### src/rtl/or1200_enc_mchan_engine.sv
// Multi-channel seed-driven keystream engine: each channel queues seeds, mixes a
// 32-bit pad over ROUNDS cycles and masks its data path while the pad is held.
module or1200_enc_mchan_engine #(
  parameter int          NCH    = 2,
  parameter int          DEPTH  = 4,
  parameter int          ROUNDS = 4,
  parameter logic [127:0] KEY   = 128'h0123456789abcdef0123456789abcdef,
  localparam int         CHW    = (NCH > 1) ? $clog2(NCH) : 1
) (
  input  logic               clk,
  input  logic               rst,
  input  logic               seed_valid,
  input  logic [CHW-1:0]     seed_ch,
  input  logic [31:0]        seedIn,
  input  logic [4:0]         seedAddr,
  input  logic [10:0]        seedImm,
  output logic               seed_ready,
  input  logic [NCH-1:0]     data_ack,
  input  logic [32*NCH-1:0]  dataIn,
  output logic [32*NCH-1:0]  dataOut,
  output logic [NCH-1:0]     unstall,
  output logic               seed_err
);
  localparam int             PW       = $clog2(DEPTH);
  localparam int             CW       = $clog2(DEPTH + 1);
  localparam int             NSLOT    = 1 << CHW;
  localparam logic [CHW:0]   NCH_W    = (CHW + 1)'(NCH);
  localparam logic [4:0]     LAST_RND = 5'(ROUNDS - 1);
  localparam logic [CW-1:0]  FULL_CNT = CW'(DEPTH);

  typedef enum logic [1:0] {ST_IDLE, ST_MIX, ST_READY} state_t;

  logic             w_ch_ok;
  logic [NSLOT-1:0] w_full;
  logic [47:0]      w_entry;
  logic             r_seed_err;

  function automatic logic [31:0] key_word(input logic [1:0] idx);
    return KEY[{idx, 5'b0} +: 32];
  endfunction

  assign w_ch_ok    = ({1'b0, seed_ch} < NCH_W);
  assign w_entry    = {seedIn, seedAddr, seedImm};
  // Pushes to a nonexistent channel are swallowed, so the port never stalls on them.
  assign seed_ready = w_ch_ok ? ~w_full[seed_ch] : 1'b1;
  assign seed_err   = r_seed_err;

  always_ff @(posedge clk or negedge rst) begin
    if (!rst)
      r_seed_err <= 1'b0;
    else if (seed_valid && !w_ch_ok)
      r_seed_err <= 1'b1;
  end

  genvar gi;
  generate
    for (gi = 0; gi < NCH; gi++) begin : g_ch
      logic [47:0]   r_mem [DEPTH];
      logic [PW-1:0] r_wp;
      logic [PW-1:0] r_rp;
      logic [CW-1:0] r_cnt;
      state_t        r_st;
      state_t        w_st_next;
      logic [31:0]   r_s;
      logic [31:0]   r_pad;
      logic [4:0]    r_rnd;
      logic [31:0]   w_mix;
      logic [31:0]   w_load;
      logic [47:0]   w_head;
      logic          w_push;
      logic          w_pop;

      assign w_full[gi] = (r_cnt == FULL_CNT);
      assign w_push     = seed_valid & w_ch_ok & (seed_ch == CHW'(gi)) & ~w_full[gi];
      assign w_head     = r_mem[r_rp];
      assign w_load     = w_head[47:16] ^ {w_head[15:0], 16'h0} ^ key_word(2'd0);
      assign w_mix      = ({r_s[26:0], r_s[31:27]} ^ key_word(r_rnd[1:0])) + {27'b0, r_rnd};

      // An ack with a queued seed reloads straight into MIX, skipping IDLE.
      always_comb begin
        w_st_next = r_st;
        w_pop     = 1'b0;
        case (r_st)
          ST_IDLE: begin
            if (r_cnt != '0) begin
              w_pop     = 1'b1;
              w_st_next = ST_MIX;
            end
          end
          ST_MIX: begin
            if (r_rnd == LAST_RND)
              w_st_next = ST_READY;
          end
          ST_READY: begin
            if (data_ack[gi]) begin
              if (r_cnt != '0) begin
                w_pop     = 1'b1;
                w_st_next = ST_MIX;
              end else begin
                w_st_next = ST_IDLE;
              end
            end
          end
          default: w_st_next = ST_IDLE;
        endcase
      end

      always_ff @(posedge clk or negedge rst) begin
        if (!rst) begin
          r_st  <= ST_IDLE;
          r_wp  <= '0;
          r_rp  <= '0;
          r_cnt <= '0;
          r_s   <= '0;
          r_rnd <= '0;
          r_pad <= '0;
        end else begin
          r_st <= w_st_next;
          if (w_push)
            r_wp <= r_wp + PW'(1);
          if (w_pop)
            r_rp <= r_rp + PW'(1);
          case ({w_push, w_pop})
            2'b10:   r_cnt <= r_cnt + CW'(1);
            2'b01:   r_cnt <= r_cnt - CW'(1);
            default: ;
          endcase
          if (w_pop) begin
            r_s   <= w_load;
            r_rnd <= '0;
          end else if (r_st == ST_MIX) begin
            r_s   <= w_mix;
            r_rnd <= r_rnd + 5'd1;
            if (r_rnd == LAST_RND)
              r_pad <= w_mix;
          end
        end
      end

      // Storage needs no reset: pointers and count define which entries are live.
      always_ff @(posedge clk) begin
        if (w_push)
          r_mem[r_wp] <= w_entry;
      end

      assign unstall[gi]          = (r_st == ST_READY);
      assign dataOut[32*gi +: 32] = (r_st == ST_READY) ? (dataIn[32*gi +: 32] ^ r_pad) : 32'h0;
    end

    for (gi = NCH; gi < NSLOT; gi++) begin : g_unused_slot
      assign w_full[gi] = 1'b0;
    end
  endgenerate
endmodule

### config.mk
export PLATFORM = sky130hd
export DESIGN_NAME = or1200_enc_mchan_engine
export DESIGN_NICKNAME = d
export VERILOG_FILES = /design/src/rtl/or1200_enc_mchan_engine.sv
export SDC_FILE = /design/constraint.sdc
export NUM_CORES = 1
export LEC_CHECK = 0
export ABC_CLOCK_PERIOD_IN_PS = 6800
export CAP_MARGIN = 0
export CORE_UTILIZATION = 35
export CTS_BUF_LIST = sky130_fd_sc_hd__clkbuf_4 sky130_fd_sc_hd__clkbuf_8 sky130_fd_sc_hd__clkbuf_16
export DETAILED_ROUTE_END_ITERATION = 8
export DONT_BUFFER_PORTS = 1
export GPL_ROUTABILITY_DRIVEN = 1
export PLACE_DENSITY = 0.47
export SLEW_MARGIN = 0
export SYNTH_ARGS = -nofsm -noshare
export SYNTH_HDL_FRONTEND = slang
export SYNTH_SLANG_ARGS = --single-unit
### constraint.sdc
create_clock -name clk -period 6.8 [get_ports clk]
set_input_delay 0 -clock clk [delete_from_list [all_inputs] [get_ports clk]]
set_output_delay 0 -clock clk [all_outputs]
set_load 0.02 [all_outputs]
### Word-level counts from Yosys, hierarchy flattened

Memory sizes are Yosys's and may differ from the RTL's.
Index checks and enable logic that the tools add are counted.

* memory bits (writable): 384
* input port bits: 118
* output and inout bits: 68
* memories kept: 2
* register bits after elaboration: 156

Memories
* g_ch[0].r_mem: words 4, width 48, read ports 1, clocked after memory_dff 0, write ports 1, RTL line 58 `logic [47:0] r_mem [DEPTH];`
* g_ch[1].r_mem: words 4, width 48, read ports 1, clocked after memory_dff 0, write ports 1, RTL line 58

* multiplexer cells: 34
* equality and inequality tests: 18
* add/sub/neg operators: 12
* order comparisons: 1
* bitwise gates (word level): 18
* reduce and logical (&&, ||, !) cells: 12
* shift operators: 2

Operators with widths (number)
* $shiftx A128 B8 Y32 const A: 2
* $mux W32: 6
* $xor A32 B32 Y32: 6
* $add A32 B5 Y32: 2
* $not A20 Y20: 2
* $mux W5: 4
* $mux W1: 12
* $mux W2: 6
* $pmux W2 S3: 2
* $pmux W3 S2: 2
* $reduce_and A3 Y1: 4
* $add A5 B1 Y5 const B: 2
* $eq A5 B2 Y1 const B: 2
* $ne A2 B2 Y1 const B: 5
* $add A2 B1 Y2 const B: 4
* $eq A2 B1 Y1 const B: 4
* $eq A2 B2 Y1 const B: 4
* $reduce_bool A2 Y1: 4
* $add A3 B1 Y3 const B: 2
* $eq A3 B3 Y1 const B: 2
* $not A1 Y1: 6
* $reduce_bool A3 Y1: 2
* $sub A3 B1 Y3 const B: 2
* $and A1 B1 Y1: 4
* other kinds (4): 6

### Logic depth before layout (Yosys ltp)

Gate-level depths: netlist (run 1).

* word-level depth: 6
* gate-level depth with buffers: 12
* depth with buffers taken out: 11

### Worst setup path before layout (run 1)

OpenSTA, ideal clock, no wires.

* path kind: register -> register
* start: register g_ch[0].r_rnd[0]
* end: register g_ch[0].r_pad[22]
* data arrival time: 2847 ps
* data required time: 6675 ps
* library setup time: 125 ps
* setup slack: 3828 ps
* buffers on the path: 1
* cell stages (with the launch flop): 12
* cells stage by stage: dfrtp_1 > inv_1 > ha_1 > clkbuf_1 > nor2_2 > xnor2_1 > ha_1 > o21ai_0 > a211oi_1 > nand4b_1 > xnor2_1 > mux2_2

* cells in the longest elaborated chain, start to end: 3

Ends and longest elaborated chain
* from (decl): RTL line 66 `logic [4:0] r_rnd;`
* from (signal assigned): RTL line 133 `r_rnd <= r_rnd + 5'd1;`
* $shiftx A128 B8 Y32: RTL line 39 `return KEY[{idx, 5'b0} +: 32];`
* $xor A32 B32 Y32: RTL line 77 `assign w_mix = ({r_s[26:0], r_s[31:27]} ^ key_word(r_rnd[1:0])) + {27'b0, r_rnd};`
* $add A32 B5 Y32: RTL line 77
* to (signal assigned): RTL line 135 `r_pad <= w_mix;`
* to (decl): RTL line 65 `logic [31:0] r_pad;`

Several ways; a longest one is shown, not always the timed one.
A chain may end at the register's enable or synchronous reset.

### Worst setup path in the final report (run 1)

* start: register g_ch[1].r_rnd[1]
* end: register g_ch[1].r_pad[28]

* cells in the longest elaborated chain, start to end: 3

Ends and longest elaborated chain (RTL line)
* from (decl): 66
* from (signal assigned): 133
* $shiftx A128 B8 Y32: 39
* $xor A32 B32 Y32: 77
* $add A32 B5 Y32: 77
* to (signal assigned): 135
* to (decl): 65

Several ways; a longest one is shown, not always the timed one.

==> impl_metrics.env, run 1 <==
export IMPL_status="finished with violations"
export IMPL_violations="DRC"
export IMPL_ios=186
export IMPL_rr_startpoint="g_ch[1].r_rnd[1]"
export IMPL_avgSynthCellArea_sq_um=14.4
export IMPL_initial_core_util_pct=35.5
export IMPL_die_x_um=261
export IMPL_via_per_inst=5.03
export IMPL_drc_errors=4
export IMPL_numCtsBuffers=59
export IMPL_grt_total_usage_pct=16.8
export IMPL_synth_edff_count=384
export IMPL_power_uw=12100
export IMPL_antenna_left=0
export IMPL_p_leak_uw=0.00952
export IMPL_place_hpwl_mm=37.5
export IMPL_async_reset_ff_share_pct=28.9
export IMPL_path_clk_slew_ns=0.06
export IMPL_worst_pin_slew_ns=1.17
export IMPL_relSlewSlack_pct=21.7
export IMPL_grt_setup_unrepaired="false"
export IMPL_yosysSeqAreaShare_pct=65.8
export IMPL_skew_ns=0.0439
export IMPL_finish_utilization_pct=40.9
export IMPL_finalSetupViolations=0
export IMPL_power_density_mw_per_mm2=447
export IMPL_h_tree_depth=2
export IMPL_cts_buffer_depth=3
export IMPL_dpl_cell_area_sq_mm=0.0244
export IMPL_drive_gt1_share_pct=12.9
export IMPL_ys_flop_type="edfxtp_1"
export IMPL_arrival_ns=4.22
export IMPL_end_kind="flop"
export IMPL_yosys_warnings=0
export IMPL_cts_resized=0
export IMPL_r2r_end="g_ch[1].r_pad[28]"
export IMPL_period_needed_ns=3.70
export IMPL_num_rows=94
export IMPL_critPathKind="reg2reg"
export IMPL_clock_latency_ns=0.64
export IMPL_cp_max_fo=9
export IMPL_grt_overflow_total=0
export IMPL_root_buffer="clkbuf_16"
export IMPL_dr_pass1_iters=7
export IMPL_timing_final_max_slew_violations=0
export IMPL_fmax_ghz=0.270
export IMPL_syn_inst=1632
export IMPL_cts_sinks=540
export IMPL_area_delta_synth_final_pct=15.1
export IMPL_maxCapViolations=0
export IMPL_fin_nets=1847
export IMPL_fin_crit_sh_pct=54.4
export IMPL_cts_tree="yes"
export IMPL_wl_per_cell_um=21.8
export IMPL_mostFrequentLayoutCells="edfxtp_1 (384), dfrtp_1 (154), xnor2_1 (151), nand2_1 (135), xor2_1 (125)"
export IMPL_ff2ff_path_depth=10
export IMPL_required_ns=7.32
export IMPL_critPathLaunchType="flop"
export IMPL_final_common_cell="edfxtp_1"
export IMPL_hold_violations=0
export IMPL_vdd_drop_max_uv=240
export IMPL_portBuffers=0
export IMPL_die_h_um=261
export IMPL_grt_pass1_vias=13100
export IMPL_design_area_sq_mm=0.0270
export IMPL_hold_path_class="in2async"
export IMPL_grt_max_degree=157
export IMPL_synth_area_sq_mm=0.0234
export IMPL_die_area_sq_mm=0.0680
export IMPL_post_cts_buffers=0
export IMPL_core_sq_mm=0.0660
export IMPL_fin_setup_tns_ns=0
export IMPL_routabilityCongestion=0.871
export IMPL_ys_seq_elements=540
export IMPL_ys_types=65
export IMPL_drt_iter0_drc=882
export IMPL_vias=13100
export IMPL_ff2ff_setup_slack_ns=3.10
export IMPL_syn_nets=1780
export IMPL_antenna_found_initial=8
export IMPL_wirelength_mm=56.9
export IMPL_holdBufCountCts=56
export IMPL_grt_pass1_wl_mm=85.2
[kinds of logic (layout without fill, tap and decap cells)]
family / after synthesis / count (layout) / share of synthesized area, %
AO/OA/AOI/OAI: 207 / 207 / 5.63
XOR/XNOR: 276 / 276 / 10.3
adder cells (fa/ha/maj): 30 / 30 / 1.73
buffers and inverters: 108 / 224 / 1.78
flip-flops: 540 / 540 / 65.8
multiplexers: 77 / 77 / 6.78
other: 1 / 3 / 0.0160
AND/OR/NAND/NOR: 393 / 393 / 7.92
[registers in the layout, summed over array words and instances (netlist names)]
signal and flops:
g_ch.r_cnt 6, g_ch.r_st 4, g_ch.r_wp 4, g_ch.r_mem 384
g_ch.r_pad 64, g_ch.r_s 64, g_ch.r_rp 4, g_ch.r_rnd 10
[layout make-up]
type	instances	area (sq um)
Fill cell	6054	39000
Sequential cell	540	15400
Multi-Input combinational cell	984	7620
Clock buffer	85	1680
Tap cell	864	1080
Timing Repair Buffer	78	743
Clock inverter	25	268
Inverter	36	135
Antenna cell	2	5.00
[power by group]
part           internal (uW)  switching, uW  total, uW
Clock                   1850           1320       3170
Sequential              4280            627       4910
Combinational           1620           2360       3980
[per-stage QoR]
| stage | setup slack, ns | std cells | hold WS [ns] |
|---|---|---|---|
| floorplan | 3.83 | 1632 | -0.296 |
| global placement | 3.16 | 2446 | -0.289 |
| detailed placement | 3.14 | 2446 | -0.288 |
| CTS | 3.15 | 2612 | 0.0606 |
| global route | 2.75 | 2613 | 0.0735 |
| finish | 3.10 | 2614 | 0.0326 |
[per-layer routing]
metal / wire length [um] / share of wire (%) / global-route usage (%)
met5: 76 / 0.13 / 0
met4: 1140 / 2.0 / 4.71
met3: 2590 / 4.6 / 3.08
met2: 27200 / 48 / 27.0
met1: 25900 / 45 / 23.4
[worst max-delay path, stage by stage, from the launching register on]
cell and delay, ns:
dfrtp_1 0.44, inv_1 0.12, ha_1 0.28, nor2_1 0.39, xnor2_1 0.15, ha_1 0.34
o21ai_0 0.29, a2111oi_2 0.98, nand2_1 0.15, xnor2_1 0.19, mux2_2 0.27
[worst max path at each step]
stage                           startpoint                end  slack (ns)  cells past startpoint
after floorplan           g_ch[0].r_rnd[0]  g_ch[0].r_pad[22]        3.83                     11
after global placement    g_ch[1].r_rnd[1]  g_ch[1].r_pad[28]        3.16                     10
after detailed placement  g_ch[0].r_rnd[0]  g_ch[0].r_pad[22]        3.14                     10
after CTS                 g_ch[1].r_rnd[1]  g_ch[1].r_pad[28]        3.15                     10
after global routing      g_ch[1].r_rnd[1]    g_ch[1].r_s[24]        2.75                     10
final                     g_ch[1].r_rnd[1]  g_ch[1].r_pad[28]        3.10                     10
[synthesized netlist by cell type (all sizes together) (8+ instances only)]
library cell	count	area share [%]
mux4	64	6.1
a22oi	18	0.58
a21oi	23	0.49
xnor2	151	5.6
o221ai	14	0.52
o22ai	8	0.21
and3	9	0.24
o21ai	92	2.0
a211oi	9	0.29
nor3	10	0.21
mux2	11	0.54
ha	26	1.4
xor2	125	4.7
nand3b	8	0.26
clkbuf	59	0.94
nand3	22	0.47
nand4	18	0.48
and2	18	0.48
nand2	135	2.2
dfrtp	156	17
inv	36	0.58
edfxtp	384	49
nor2	122	2.0
buf	13	0.26
(Power assumes the default switching activity.)
==> run 2: changes to the inputs <==
- ABC_CLOCK_PERIOD_IN_PS: 6800 -> 3300
- PLACE_DENSITY: 0.47 -> 0.49
- clock period: 6.8 -> 3.3 ns (I/O delays scaled with it)
==> run 2 against run 1 <==
The run ends with DRC, hold timing left. Routed wire length down 0.54%. Combinational power up 110%. Die area unchanged. Non-clock buffer count up 15.
==> impl_metrics.env, run 2 (same netlist as run 1, synthesis figures left out) <==
export IMPL_worst_slack_ns=0.298
export IMPL_period_needed_ns=3.00
export IMPL_holdWs_ns=-0.901
export IMPL_drt_iter0_drc=743
export IMPL_drc_errors=14
export IMPL_power_density_mw_per_mm2=920
export IMPL_cp_max_fo=6
export IMPL_numCtsBuffers=59
export IMPL_fillers=6039
export IMPL_mostFrequentLayoutCells="edfxtp_1 (384), dfrtp_1 (154), xnor2_1 (151), nand2_1 (135), xor2_1 (125)"
export IMPL_p_switching_uw=8870
export IMPL_maxCapViolations=0
export IMPL_r2r_end="g_ch[1].r_s[25]"
export IMPL_critPathLaunchType="flop"
export IMPL_relSlewSlack_pct=21.9
export IMPL_cp_slowest_stage_delay_ns=0.52
export IMPL_root_buffer="clkbuf_16"
export IMPL_vias=13200
export IMPL_finalSetupViolations=0
export IMPL_reg_largest_list="g_ch.r_mem x384, g_ch.r_pad x64, g_ch.r_s x64"
export IMPL_dr_pass1_iters=7
export IMPL_critPathKind="reg2reg"
export IMPL_place_ws_ns=0.146
export IMPL_violations="DRC, hold timing"
export IMPL_vdd_drop_max_uv=498
export IMPL_initial_core_util_pct=35.5
export IMPL_num_rows=94
export IMPL_ios=186
export IMPL_met3WireLength_mm=2.71
export IMPL_met1_length_mm=25.3
export IMPL_p_leak_uw=0.00962
export IMPL_clkPwrFrac_pct=26.2
export IMPL_die_h_um=261
export IMPL_routabilityCongestion=0.860
export IMPL_worst_pin_slew_ns=1.17
export IMPL_antenna_left=0
export IMPL_cts_sinks=540
export IMPL_grt_overflow_total=0
export IMPL_skew_ns=0.0458
export IMPL_top_register="g_ch.r_mem"
export IMPL_holdBufCountCts=54
export IMPL_end_kind="flop"
export IMPL_fmax_ghz=0.333
export IMPL_h_tree_depth=2
export IMPL_grt_total_usage_pct=16.8
export IMPL_cts_buffer_depth=3
export IMPL_cp_slowest_cell="or4_4"
export IMPL_arrival_ns=3.54
export IMPL_p_sw_share_pct=35.4
export IMPL_fin_nets=1862
export IMPL_dpl_cell_area_sq_mm=0.0247
export IMPL_ff2ff_setup_slack_ns=0.30
export IMPL_clock_latency_ns=0.65
export IMPL_core_sq_mm=0.0660
export IMPL_wirelength_mm=56.6
export IMPL_rr_startpoint="g_ch[1].r_rnd[0]"
export IMPL_grt_pass1_wl_mm=85.1
export IMPL_fin_crit_sh_pct=91.0
export IMPL_internal_power_uw=16200
export IMPL_path_clk_slew_ns=0.07
export IMPL_fin_setup_tns_ns=0
export IMPL_wl_per_cell_um=21.5
export IMPL_final_common_cell="edfxtp_1"
export IMPL_hold_path_class="in2async"
export IMPL_via_per_inst=5.03
export IMPL_drive_gt1_share_pct=13.3
export IMPL_antenna_found_initial=6
export IMPL_place_hpwl_mm=37.9
export IMPL_combPwrFrac_pct=33.6
export IMPL_hold_violations=156
export IMPL_required_ns=3.84
export IMPL_grt_setup_unrepaired="false"
export IMPL_die_x_um=261
export IMPL_grt_max_degree=157
export IMPL_wl_met2_mm=27.4
export IMPL_cts_tree="yes"
export IMPL_status="finished with violations"
export IMPL_design_area_sq_mm=0.0272
export IMPL_ff2ff_path_depth=11
export IMPL_grt_pass1_vias=13400
export IMPL_crit_family="simple AND/OR/NAND/NOR gates"
export IMPL_worstPathCellList="inv_1 > ha_1 > nor2_1 > xnor2_1 > ha_1 > o21ai_0 > o21a_1 > or4_4 > nor4_4 > xnor2_1 > a221oi_2"
export IMPL_timing_final_max_slew_violations=0
export IMPL_seqPwrFrac_pct=40.2
export IMPL_top_layer_used="met5"
export IMPL_die_area_sq_mm=0.0680
export IMPL_area_delta_synth_final_pct=16.1
export IMPL_crit_buf_inv=1
export IMPL_portBuffers=0
export IMPL_largest_reg_flops=384
export IMPL_post_cts_buffers=0
==> run 2: layer usage <==
layer | vias to the layer above | global-route usage, %
met2 | 273 | 27.7
met1 | 6733 | 22.7
met3 | 72 | 3.11
met5 | - | 0
met4 | 6 | 4.71
li1 | 6139 | -
==> run 2: area by class of cell <==
| class | count | area (sq um) | share of cell area, % |
|---|---|---|---|
| tap | 864 | 1080 | 3.97 |
| antenna | 5 | 12.5 | 0.0460 |
| inverter | 36 | 135 | 0.496 |
| multi-input combinational | 984 | 7630 | 28.0 |
| clock buffer | 80 | 1670 | 6.14 |
| clock inverter | 26 | 285 | 1.05 |
| timing repair buffer | 93 | 971 | 3.57 |
| sequential | 540 | 15400 | 56.7 |
==> run 2: what timing repair did <==
item,4_1_cts,5_1_grt
resized for setup,0,2
hold endpoints to repair,557,156
setup endpoints to repair,0,9
==> run 2: power by group through the flow <==
stage / Sequential, uW / Clock, uW / Combinational, uW
after detailed placement: 10200 / 0 / 8420
after global placement: 10200 / 0 / 8330
final: 10100 / 6550 / 8420
after global routing: 10300 / 7010 / 9310
after CTS: 10100 / 6760 / 8580
after floorplan: 9670 / 0 / 5990
==> run 2: per-stage QoR <==
stage	std cells	total power, uW	util, %
after floorplan	1632	15700	-
after global placement	2463	18500	37.4
after detailed placement	2463	18600	37.4
after CTS	2623	25400	41.2
after global routing	2626	26600	41.2
final	2628	25100	41.3
==> run 2: worst max path at each step <==
| stage | startpoint | end | depth (start not counted) |
|---|---|---|---|
| 5_1_grt | g_ch[1].r_rnd[0] | g_ch[1].r_pad[27] | 11 |
| 3_3_place_gp | g_ch[1].r_rnd[0] | g_ch[1].r_s[31] | 11 |
| 2_1_floorplan | g_ch[0].r_rnd[0] | g_ch[0].r_pad[22] | 11 |
| 4_1_cts | g_ch[1].r_rnd[0] | g_ch[1].r_s[31] | 11 |
| 3_5_place_dp | g_ch[1].r_rnd[0] | g_ch[1].r_s[31] | 11 |
| 6_report | g_ch[1].r_rnd[0] | g_ch[1].r_s[25] | 11 |
==> run 2: worst reg2reg max path, cell delays in order (launching register included) <==
cell	delay, ns
dfrtp_1	0.45
inv_1	0.10
ha_1	0.22
nor2_1	0.17
xnor2_1	0.11
ha_1	0.32
o21ai_0	0.14
o21a_1	0.24
or4_4	0.52
nor4_4	0.25
xnor2_1	0.13
a221oi_2	0.26
==> run 3: changes to the inputs <==
- CTS_BUF_LIST: sky130_fd_sc_hd__clkbuf_4 sky130_fd_sc_hd__clkbuf_8 sky130_fd_sc_hd__clkbuf_16 -> sky130_fd_sc_hd__clkbuf_4
==> run 3 against run 2 <==
The flow finishes with violations (DRC). Flip-flop and latch count unchanged. Clock power down 6.9%. Worst setup slack worse by 0.0031 ns. Combinational power increased by 1%. Total power decreased by 1.4%. Routed wire length rose by 1.4%. Critical path depth stayed put. Count of clock-buffer cells in the layout increased by 145. Sequential power about the same. Core utilization grew 0.79 points. Design area grew 1.9%. Cell count is 7.9% higher. Critical endpoint is now g_ch[1].r_pad[27]. Largest cell class unchanged.
==> impl_metrics.env, run 3 (same netlist as run 1, synthesis figures left out) <==
export IMPL_area_delta_synth_final_pct=18.3
export IMPL_antenna_left=0
export IMPL_initial_core_util_pct=35.5
export IMPL_grt_max_degree=157
export IMPL_violations="DRC"
export IMPL_antenna_found_initial=3
export IMPL_h_tree_depth=4
export IMPL_post_cts_buffers=0
export IMPL_final_common_cell="edfxtp_1"
export IMPL_hold_path_class="in2reg"
export IMPL_path_clk_slew_ns=0.07
export IMPL_drive_gt1_share_pct=19.3
export IMPL_min_path_cells=4
export IMPL_grt_util_met1_pct=22.6
export IMPL_timing_final_max_slew_violations=0
export IMPL_top_register="g_ch.r_mem"
export IMPL_relSlewSlack_pct=21.8
export IMPL_p_leak_uw=0.0100
export IMPL_period_needed_ns=3.00
export IMPL_largest_reg_flops=384
export IMPL_wirelength_mm=57.4
export IMPL_dr_pass1_iters=7
export IMPL_vdd_drop_max_uv=344
export IMPL_fin_crit_sh_pct=91.1
export IMPL_grt_overflow_total=0
export IMPL_fin_nets=2005
export IMPL_multi_input_area_sq_mm=0.00763
export IMPL_worst_pin_slew_ns=1.17
export IMPL_core_sq_mm=0.0660
export IMPL_grt_use_met2_pct=27.7
export IMPL_die_x_um=261
export IMPL_power_density_mw_per_mm2=891
export IMPL_startpoint="g_ch[1].r_rnd[1]"
export IMPL_via_per_inst=4.94
export IMPL_arrival_ns=3.85
export IMPL_place_hpwl_mm=37.9
export IMPL_portBuffers=0
export IMPL_reg_largest_list="g_ch.r_mem x384, g_ch.r_pad x64, g_ch.r_s x64"
export IMPL_routabilityCongestion=0.860
export IMPL_numCtsBuffers=149
export IMPL_skew_ns=0.0550
export IMPL_fillers=6141
export IMPL_finalSetupViolations=0
export IMPL_maxCapViolations=0
export IMPL_design_area_sq_mm=0.0277
export IMPL_hold_violations=0
export IMPL_critPathKind="reg2reg"
export IMPL_die_h_um=261
export IMPL_critPathLaunchType="flop"
export IMPL_clock_latency_ns=0.97
export IMPL_num_rows=94
export IMPL_grt_total_usage_pct=17.3
export IMPL_setup_worst_path_end="g_ch[1].r_pad[27]"
export IMPL_fin_setup_tns_ns=0
export IMPL_power_uw=24700
export IMPL_ff2ff_setup_slack_ns=0.30
export IMPL_cts_tree="yes"
export IMPL_end_kind="flop"
export IMPL_drc_errors=6
export IMPL_holdWs_ns=0.178
export IMPL_cts_sinks=540
export IMPL_cts_buffer_depth=3
export IMPL_cp_max_fo=6
export IMPL_dpl_cell_area_sq_mm=0.0247
export IMPL_grt_setup_unrepaired="false"
export IMPL_required_ns=4.14
export IMPL_regArea_sq_mm=0.0154
export IMPL_mostFrequentLayoutCells="edfxtp_1 (384), clkbuf_4 (225), dfrtp_1 (154), xnor2_1 (151), nand2_1 (135)"
export IMPL_grt_pass1_wl_mm=86.9
export IMPL_wl_per_cell_um=20.2
export IMPL_ff2ff_path_depth=11
export IMPL_rr_startpoint="g_ch[1].r_rnd[1]"
export IMPL_globalRoute_busiestLayer="met2"
export IMPL_drt_iter0_drc=706
export IMPL_die_area_sq_mm=0.0680
export IMPL_status="finished with violations"
export IMPL_ios=186
export IMPL_root_buffer="clkbuf_4"
export IMPL_r2r_end="g_ch[1].r_pad[27]"
export IMPL_fmax_ghz=0.333
export IMPL_grt_pass1_vias=14400
export IMPL_vias=14000
export IMPL_gr_usage_met3_pct=4.22
run 3: cell count changes in the layout (fill, tap and decap cells not counted), sizes merged:
cell	previous run	this run
buf	39	40
inv	37	40
dlygate4sd3	54	106
bufinv	4	3
diode	5	7
clkinv	21	23
clkbuf	80	225
clkinvlp	0	4
run 3: critical path: stages, from the launching register on:
cell	delay (ns)
dfrtp_1	0.45
inv_1	0.11
ha_1	0.21
nor2_1	0.16
xnor2_1	0.11
ha_1	0.32
o21ai_0	0.13
o21ai_0	0.50
nand3_1	0.28
o32ai_1	0.32
nor3b_1	0.24
nand2_1	0.07
run 3: area by class of cell:
| class | instances | share of cell area, % |
|---|---|---|
| clock inverter | 34 | 0.843 |
| timing repair buffer | 146 | 5.48 |
| tap | 864 | 3.90 |
| antenna | 7 | 0.0631 |
| inverter | 36 | 0.487 |
| sequential | 540 | 55.6 |
| clock buffer | 225 | 6.09 |
| multi-input combinational | 984 | 27.5 |
run 3: worst min path at each step:
stage                     from                end  slack (ns)
floorplan                  rst   g_ch[0].r_cnt[0]       -0.30
global placement           rst  g_ch[0].r_pad[10]       -0.27
detailed placement         rst    g_ch[1].r_wp[1]       -0.29
CTS                 seed_valid    g_ch[0].r_wp[0]        0.05
global route        seed_valid    g_ch[0].r_wp[1]        0.12
finish                 seed_ch    g_ch[0].r_wp[1]        0.18
run 3: repair_timing:
item,CTS,global route
hold buffers,107,0
setup endpoints to repair,0,8
hold endpoints to repair,1015,0
gates resized for setup,0,2
run 3: layer usage:
layer,vias up,routed length (um),share of wire [%]
met5,-,0,0
met2,344,27600,48
met4,0,1250,2.2
met3,94,2900,5.1
li1,6529,-,-
met1,7057,25600,45
run 3: metrics by stage:
stage          setup WS (ns)  instances  util [%]
6_report               0.295       2836      42.0
5_1_grt               0.0340       2836      42.0
4_1_cts                0.122       2829      42.0
3_5_place_dp           0.146       2463      37.4
3_3_place_gp           0.232       2463      37.4
2_1_floorplan          0.328       1632         -
run 3: power by group:
group          switching (uW)  total, uW  internal [uW]  leakage (uW)
sequential               1270      10100           8810       0.00538
clock                    2770       6100           3330       0.00114
combinational            4970       8530           3560       0.00351
total                    9010      24700          15700        0.0100
